File: config.mk
export PLATFORM = sky130hd
export DESIGN_NAME = if_fetch
export DESIGN_NICKNAME = d
export VERILOG_FILES = /design/src/rtl/if_fetch.sv
export SDC_FILE = /design/constraint.sdc
export NUM_CORES = 1
export LEC_CHECK = 0
export CAP_MARGIN = 30
export CELL_PAD_IN_SITES_DETAIL_PLACEMENT = 0
export CELL_PAD_IN_SITES_GLOBAL_PLACEMENT = 1
export CORE_MARGIN = 5
export CORE_UTILIZATION = 35
export CTS_CLUSTER_SIZE = 28
export DETAILED_ROUTE_END_ITERATION = 8
export GPL_TIMING_DRIVEN = 0
export PLACE_DENSITY_LB_ADDON = 0.1
export SETUP_SLACK_MARGIN = 0.2
export SYNTH_ARGS = -nofsm -noshare
export SYNTH_HDL_FRONTEND = slang
export SYNTH_SLANG_ARGS = --single-unit
File: constraint.sdc
create_clock -name clk -period 3.74 [get_ports clk]
set_input_delay 0.748 -clock clk [delete_from_list [all_inputs] [get_ports clk]]
set_output_delay 0.748 -clock clk [all_outputs]
set_load 0.02 [all_outputs]
File: src/rtl/if_fetch.sv
// Instruction fetch stage: PC register, BOOT/RUN/HALT fetch FSM and the IF/ID pipeline register.
// Optional IF_FETCH_MISALIGN_CHK_EN refuses word-misaligned jump targets and reports them on misalign_o.
module if_fetch #(
  parameter logic [31:0] RESET_PC = 32'h0000_0000,
  parameter logic [31:0] NOP_INST = 32'h0000_0013
) (
  input  logic        clk,
  input  logic        rst,
  input  logic        hold_i,
  input  logic        jump_en_i,
  input  logic [31:0] jump_addr_i,
  input  logic        halt_i,
  input  logic        resume_i,
  output logic [31:0] rom_addr_o,
  input  logic [31:0] rom_inst_i,
  output logic [31:0] pc_o,
  output logic [31:0] inst_o,
  output logic        inst_valid_o,
  output logic        halted_o,
`ifdef IF_FETCH_MISALIGN_CHK_EN
  output logic        misalign_o,
`endif
  output logic [31:0] fetch_cnt_o
);

  typedef enum logic [1:0] {
    ST_BOOT = 2'd0,
    ST_RUN  = 2'd1,
    ST_HALT = 2'd2
  } state_t;

  state_t      state_reg, state_next;
  logic [31:0] pc_reg, pc_next;
  logic [31:0] pc_out_reg, pc_out_next;
  logic [31:0] inst_reg, inst_next;
  logic        valid_reg, valid_next;
  logic [31:0] cnt_reg, cnt_next;
  logic        misalign_reg, misalign_next;

  logic [31:0] jump_target;
  logic        jump_bad;

  // Low address bits are always dropped; the check build refuses such targets instead.
  assign jump_target = jump_addr_i & 32'hFFFF_FFFC;
`ifdef IF_FETCH_MISALIGN_CHK_EN
  assign jump_bad = |jump_addr_i[1:0];
`else
  assign jump_bad = 1'b0;
`endif

  always_comb begin
    state_next    = state_reg;
    pc_next       = pc_reg;
    pc_out_next   = pc_out_reg;
    inst_next     = inst_reg;
    valid_next    = valid_reg;
    cnt_next      = cnt_reg;
    misalign_next = 1'b0;

    case (state_reg)
      ST_BOOT: begin
        state_next = ST_RUN;
        inst_next  = NOP_INST;
        valid_next = 1'b0;
      end

      ST_RUN, ST_HALT: begin
        if (jump_en_i) begin
          // Redirect wins over hold and halt; the wrong-path word is flushed.
          inst_next  = NOP_INST;
          valid_next = 1'b0;
          if (jump_bad) begin
            misalign_next = 1'b1;
          end else begin
            pc_next = jump_target;
          end
        end else if (hold_i) begin
          state_next = state_reg;
        end else if (state_reg == ST_RUN) begin
          if (halt_i) begin
            state_next = ST_HALT;
            inst_next  = NOP_INST;
            valid_next = 1'b0;
          end else begin
            pc_out_next = pc_reg;
            inst_next   = rom_inst_i;
            valid_next  = 1'b1;
            pc_next     = pc_reg + 32'd4;
            cnt_next    = cnt_reg + 32'd1;
          end
        end else begin
          inst_next  = NOP_INST;
          valid_next = 1'b0;
          if (resume_i && !halt_i) begin
            state_next = ST_RUN;
          end
        end
      end

      default: begin
        state_next = ST_BOOT;
        inst_next  = NOP_INST;
        valid_next = 1'b0;
      end
    endcase
  end

  always_ff @(posedge clk) begin
    if (rst) begin
      state_reg    <= ST_BOOT;
      pc_reg       <= RESET_PC;
      pc_out_reg   <= RESET_PC;
      inst_reg     <= NOP_INST;
      valid_reg    <= 1'b0;
      cnt_reg      <= 32'd0;
      misalign_reg <= 1'b0;
    end else begin
      state_reg    <= state_next;
      pc_reg       <= pc_next;
      pc_out_reg   <= pc_out_next;
      inst_reg     <= inst_next;
      valid_reg    <= valid_next;
      cnt_reg      <= cnt_next;
      misalign_reg <= misalign_next;
    end
  end

  assign rom_addr_o   = pc_reg;
  assign pc_o         = pc_out_reg;
  assign inst_o       = inst_reg;
  assign inst_valid_o = valid_reg;
  assign halted_o     = (state_reg == ST_HALT);
  assign fetch_cnt_o  = cnt_reg;

`ifdef IF_FETCH_MISALIGN_CHK_EN
  assign misalign_o = misalign_reg;
`else
  logic misalign_unused;
  assign misalign_unused = misalign_reg;
`endif

endmodule

# --- Word-level counts from Yosys, hierarchy flattened ---
# Cells that the tools add are included.
op_classes:
  n_addsub: 2
  bitwise_logic: 4
  reduce_logical: 9
  muxes: 14
  n_eq_ne: 8
op_table:
  columns: ["op", "n"]
  rows:
  - ["$mux 32", 6]
  - ["$add 32x1->32 const B", 1]
  - ["$add 32x3->32 const B", 1]
  - ["$mux 2", 5]
  - ["$reduce_and 4->1", 2]
  - ["$ne 2x2->1 const B", 3]
  - ["$ne 3x3->1 const B", 2]
  - ["$reduce_and 5->1", 1]
  - ["$not 1->1", 4]
  - ["$pmux 2 s2", 1]
  - ["$reduce_or 3->1", 1]
  - ["$eq 2x1->1 const B", 1]
  - ["$eq 2x2->1 const B", 1]
  - ["$logic_not 2->1", 1]
  - ["$mux 1", 2]
  - ["$ne 2x1->1 const B", 1]
  - ["$reduce_bool 2->1", 1]
  - ["$reduce_or 2->1", 1]
  - ["$logic_and 1x1->1", 1]
  - ["$logic_not 1->1", 1]
word_totals:
  reg_bits: 131
  out_inout_bits: 130
  wordCells: 43
  in_bits: 70

# --- Logic depth before layout (Yosys ltp) ---
logic_depth:
  ltp_word: 7
  mapped_depth: 9
  mapped_depth_nobuf: 7

# --- Worst setup path before layout ---
# OpenSTA, ideal clock, no wires.
synth_path:
  path_kind: "input to register"
  start: "input hold_i"
  end: "register cnt_reg[25] (netlist: fetch_cnt_o[25])"
  path_slack_ns: 1.422
  path_buffers: 2
  arrival_time_ns: 2.259
  path_stages: 7
  t_required_ns: 3.681
  path_cell_list: "clkbuf_2 > or3b_1 > buf_4 > nor3_4 > nand3_2 > or4_1 > nand2_1"
synth_between:
  elab_chain_len: 2
synth_lines:
  columns: ["item", "line_no", "rtl"]
  rows:
  - ["start: declaration", "9", "input logic hold_i,"]
  - ["$not 1->1 (no line)", null, null]
  - ["$reduce_and 5->1 (no line)", null, null]
  - ["end signal: assignment", "123", "cnt_reg <= cnt_next;"]
  - ["end: declaration", "37", "logic [31:0] cnt_reg, cnt_next;"]
# Every way passes these cells.
# A chain may end at the register's enable or synchronous reset.

# --- Worst setup path in the final report ---
layout_path:
  start: "input halt_i"
  end: "register pc_reg[15] (netlist: rom_addr_o[15])"
layout_between:
  elab_chain_len: 2
layout_lines:
  columns: ["item", "line_no", "rtl"]
  rows:
  - ["start: declaration", "12", "input logic halt_i,"]
  - ["$ne 2x2->1 (no line)", null, null]
  - ["$reduce_and 4->1 (no line)", null, null]
  - ["end signal: assignment", "119", "pc_reg <= pc_next;"]
  - ["end: declaration", "33", "logic [31:0] pc_reg, pc_next;"]
# Every way passes these cells.

==> results.md <==
- Slew margin rel.: between 40% and 50%
- Tot Pwr: 4.268 mW
- Avg WL per Cell: ~17 microns
- Pins Over Slew Limit: 0
- GRT overflow: 0
- Crit-path cells: clkdlybuf4s50_1, nor4bb_1, nor2_1, clkbuf_1, nor3_1, nor3_1, a311oi_1
- Most common cell on crit path: nor3_1
- Die Ht: approximately 140 microns
- Comb pwr share: 21.9%
- Setup violations, final: 0
- # rows: 46
- Pre-antenna DRT Iters: 5
- Post-CTS Repair Setup Buffers: 0
- Tmin final: roughly 2.6 ns
- DPL Wire Length: 14690 microns
- #FFs+latches synth: ~130
- Period utilisation layout: a little over two thirds
- PD cells: 502.3 mW/mm^2
- Post-CTS resize count: 0
- Clk root buf: clkbuf_16
- Initial cell density of the core: 35.78%
- Share of cells above drive strength 1: 5.717%
- Final hold viol count: 0
- Critical Path AT: approximately 2.9 ns
- Min-Delay Path Class: flip-flop to flip-flop
- Final wirelength: 19910 microns
- Sequential share of power: a little under two fifths
- Switching part of the total power: 30.62%
- Max VDD drop: 0.3349 mV
- Inserted Clock Buffers: 17
- Antenna violations before repair: 1
- Post-synthesis cell count: 701
- CTS Hold Buffers Added: 0
- EDFF count, synth: 0
- Max-cap violations: 0
- Leakage: between 2 and 3 nW
- Largest net degree at the start of global routing: 17
- Nets: 990
- Top_reg_cell synth: dfxtp_1
- Syn. warnings: 0
- Critical Path RT: 4.06 ns
- Clock power share: 40.6%
- Syn Area/Cell: roughly 8.1 sq um
- Worst path slowest cell: nor4bb_1
- Slew at the pin with the worst max-slew slack: 0.8733 ns
- Cell area after synthesis: 0.005684 sq mm
- Via count: ~6000
- Met1 WL: just under 9000 microns
- Diodes inserted: 0
- Buffers on Ports: 191
- Critical Path Start Type: input pin
- Crit Path Category: input pin to flip-flop
- NetSw: ~1.3 mW
- Worst-path fanout max: 10
- Family with the most delay on the worst path: simple AND/OR/NAND/NOR gates
- Overall routing resource usage: 20.90%
- DR top layer: met5
- Met2 Wirelength: 9497 microns
- Number of distinct library cells after synthesis: 58
- DRC viols: 0
- CP Buf/Inv Count: 2
- Initial DRC count: 297
- First-pass GRT wire length: between 30000 and 40000 microns
- Clock transition at the registers of the reported paths: 0.06 ns
- Clock tree from TritonCTS: built
- IO Count: 200
- Die area: 0.01889 sq mm
- Fillers: 1499
- Final instance area: approximately 0.0085 sq mm
- F_max: 0.3846 GHz
- CP peak stage delay: 0.54 ns
- Antenna Violating Nets Remaining: 0
- Int Pwr: 2.961 mW
- Seq/Total Area, Yosys: between 40% and 50%
- Via density: 5.248
- Async set-reset flop share out of synthesis: 0%
- Setup TNS: 0 ns
- CP Capture Type: flip-flop
- Vias in the first global route: 5884
- Die span in x: 137.4 microns
- Post-route clock skew: 0.006208 ns
- Core area: ~0.016 sq mm
- RSZ-0062 raised after global routing: no
- Placed inst area: 0.007878 sq mm
- Met3 WL: around 1400 microns
- H-tree depth: 4
- RD Place Congestion: 0.8278
- Clk buf depth: 2
- Area Overhead vs Synth: 49.48%
- CTS Sinks: 127
- Status: completed
- Clock Latency Late Sink: 0.42 ns
-- tightest hold or removal path: stages (launching register included) --
cell and delay (ns):
dfxtp_1 0.31, nand2_1 0.05, a21oi_1 0.05
-- cell families after synthesis --
family          count (synthesis)  synth area share (%)
flops                         127                 44.73
mux                             5                0.9025
simple gates                  321                 27.01
fa+ha+maj                       6                 1.321
compound gates                157                 17.70
xor+xnor                       25                 3.852
other cells                     1               0.06597
buf+inv                        59                 4.424
-- layer usage --
layer / GRT usage [%] / vias up
li1: - / 2923
met1: 26.47 / 2846
met2: 33.81 / 195
met3: 6.209 / 33
met4: 7.373 / 2
met5: 0 / -
-- worst paths after layout --
| kind | slack (ns) | start | endpoint | cells past startpoint |
|---|---|---|---|---|
| max | 1.14 | halt_i | rom_addr_o[15]$_SDFFE_PP0P_ | 7 |
| min | 0.45 | pc_o[11]$_SDFFE_PP0P_ | pc_o[11]$_SDFFE_PP0P_ | 2 |
| max reg2reg | 1.15 | state_reg[1]$_SDFFE_PP0P_ | rom_addr_o[15]$_SDFFE_PP0P_ | 8 |
| min reg2reg | 0.45 | pc_o[11]$_SDFFE_PP0P_ | pc_o[11]$_SDFFE_PP0P_ | 2 |
-- metrics by stage --
step	std cells	setup slack (ns)	hold WS (ns)	utilization, %
after floorplan	704	1.422	0.5141	-
after global placement	1111	0.7871	0.4447	49.59
after detailed placement	1111	0.7302	0.4468	49.59
after CTS	1143	1.137	0.4544	53.49
after global routing	1143	0.9336	0.4694	53.49
final	1143	1.140	0.4548	53.49
-- synth_stat cells, types with 8 or more instances --
cell        n  share of area [%]
and4_1      8                1.2
nand4_1    29                3.2
nor3_1     13                1.1
xor2_1     20                3.1
a21oi_1    57                5.0
clkbuf_1   34                2.2
dfxtp_1   127                 45
nor2_1     85                5.6
nand3_1    21                1.8
and3_1     16                1.8
a22oi_1    32                4.2
o21ai_0    20                1.8
a211oi_1    9                1.2
nand2_1   109                7.2
-- layout make-up --
type | instances | area, sq um | share of cell area, %
inverter | 6 | 22.52 | 0.2651
clock inverter | 9 | 131.4 | 1.546
sequential | 127 | 2542 | 29.92
tap | 216 | 270.3 | 3.181
clock buffer | 23 | 488.0 | 5.743
buffer | 53 | 229.0 | 2.695
timing repair buffer | 191 | 1912 | 22.50
multi-input combinational | 518 | 2902 | 34.15
-- power by group through the flow --
stage	Clock, mW	Sequential [mW]	Combinational (mW)
3_3_place_gp	0	1.63	0.920
2_1_floorplan	0	1.68	0.447
6_report	1.73	1.60	0.934
4_1_cts	1.76	1.60	0.937
5_1_grt	1.82	1.62	1.03
3_5_place_dp	0	1.63	0.932
-- cell usage in the layout (no fill, tap or decap), types with 6 or more instances in the layout --
master,netlist,routed
nor2b_1,7,7
o21ai_0,20,20
clkbuf_16,0,17
a211oi_1,9,9
dfxtp_1,127,127
a21oi_1,57,57
nand4_1,29,29
a22oi_1,32,32
buf_2,7,7
and4_1,8,8
and3_1,16,16
ha_1,6,6
a31oi_1,7,7
nand3_1,21,21
nor3_1,13,13
clkbuf_1,34,36
inv_1,6,6
nand2_1,109,109
clkdlybuf4s50_1,0,191
nor2_1,85,85
xor2_1,20,20
(Power assumes the default switching activity.)
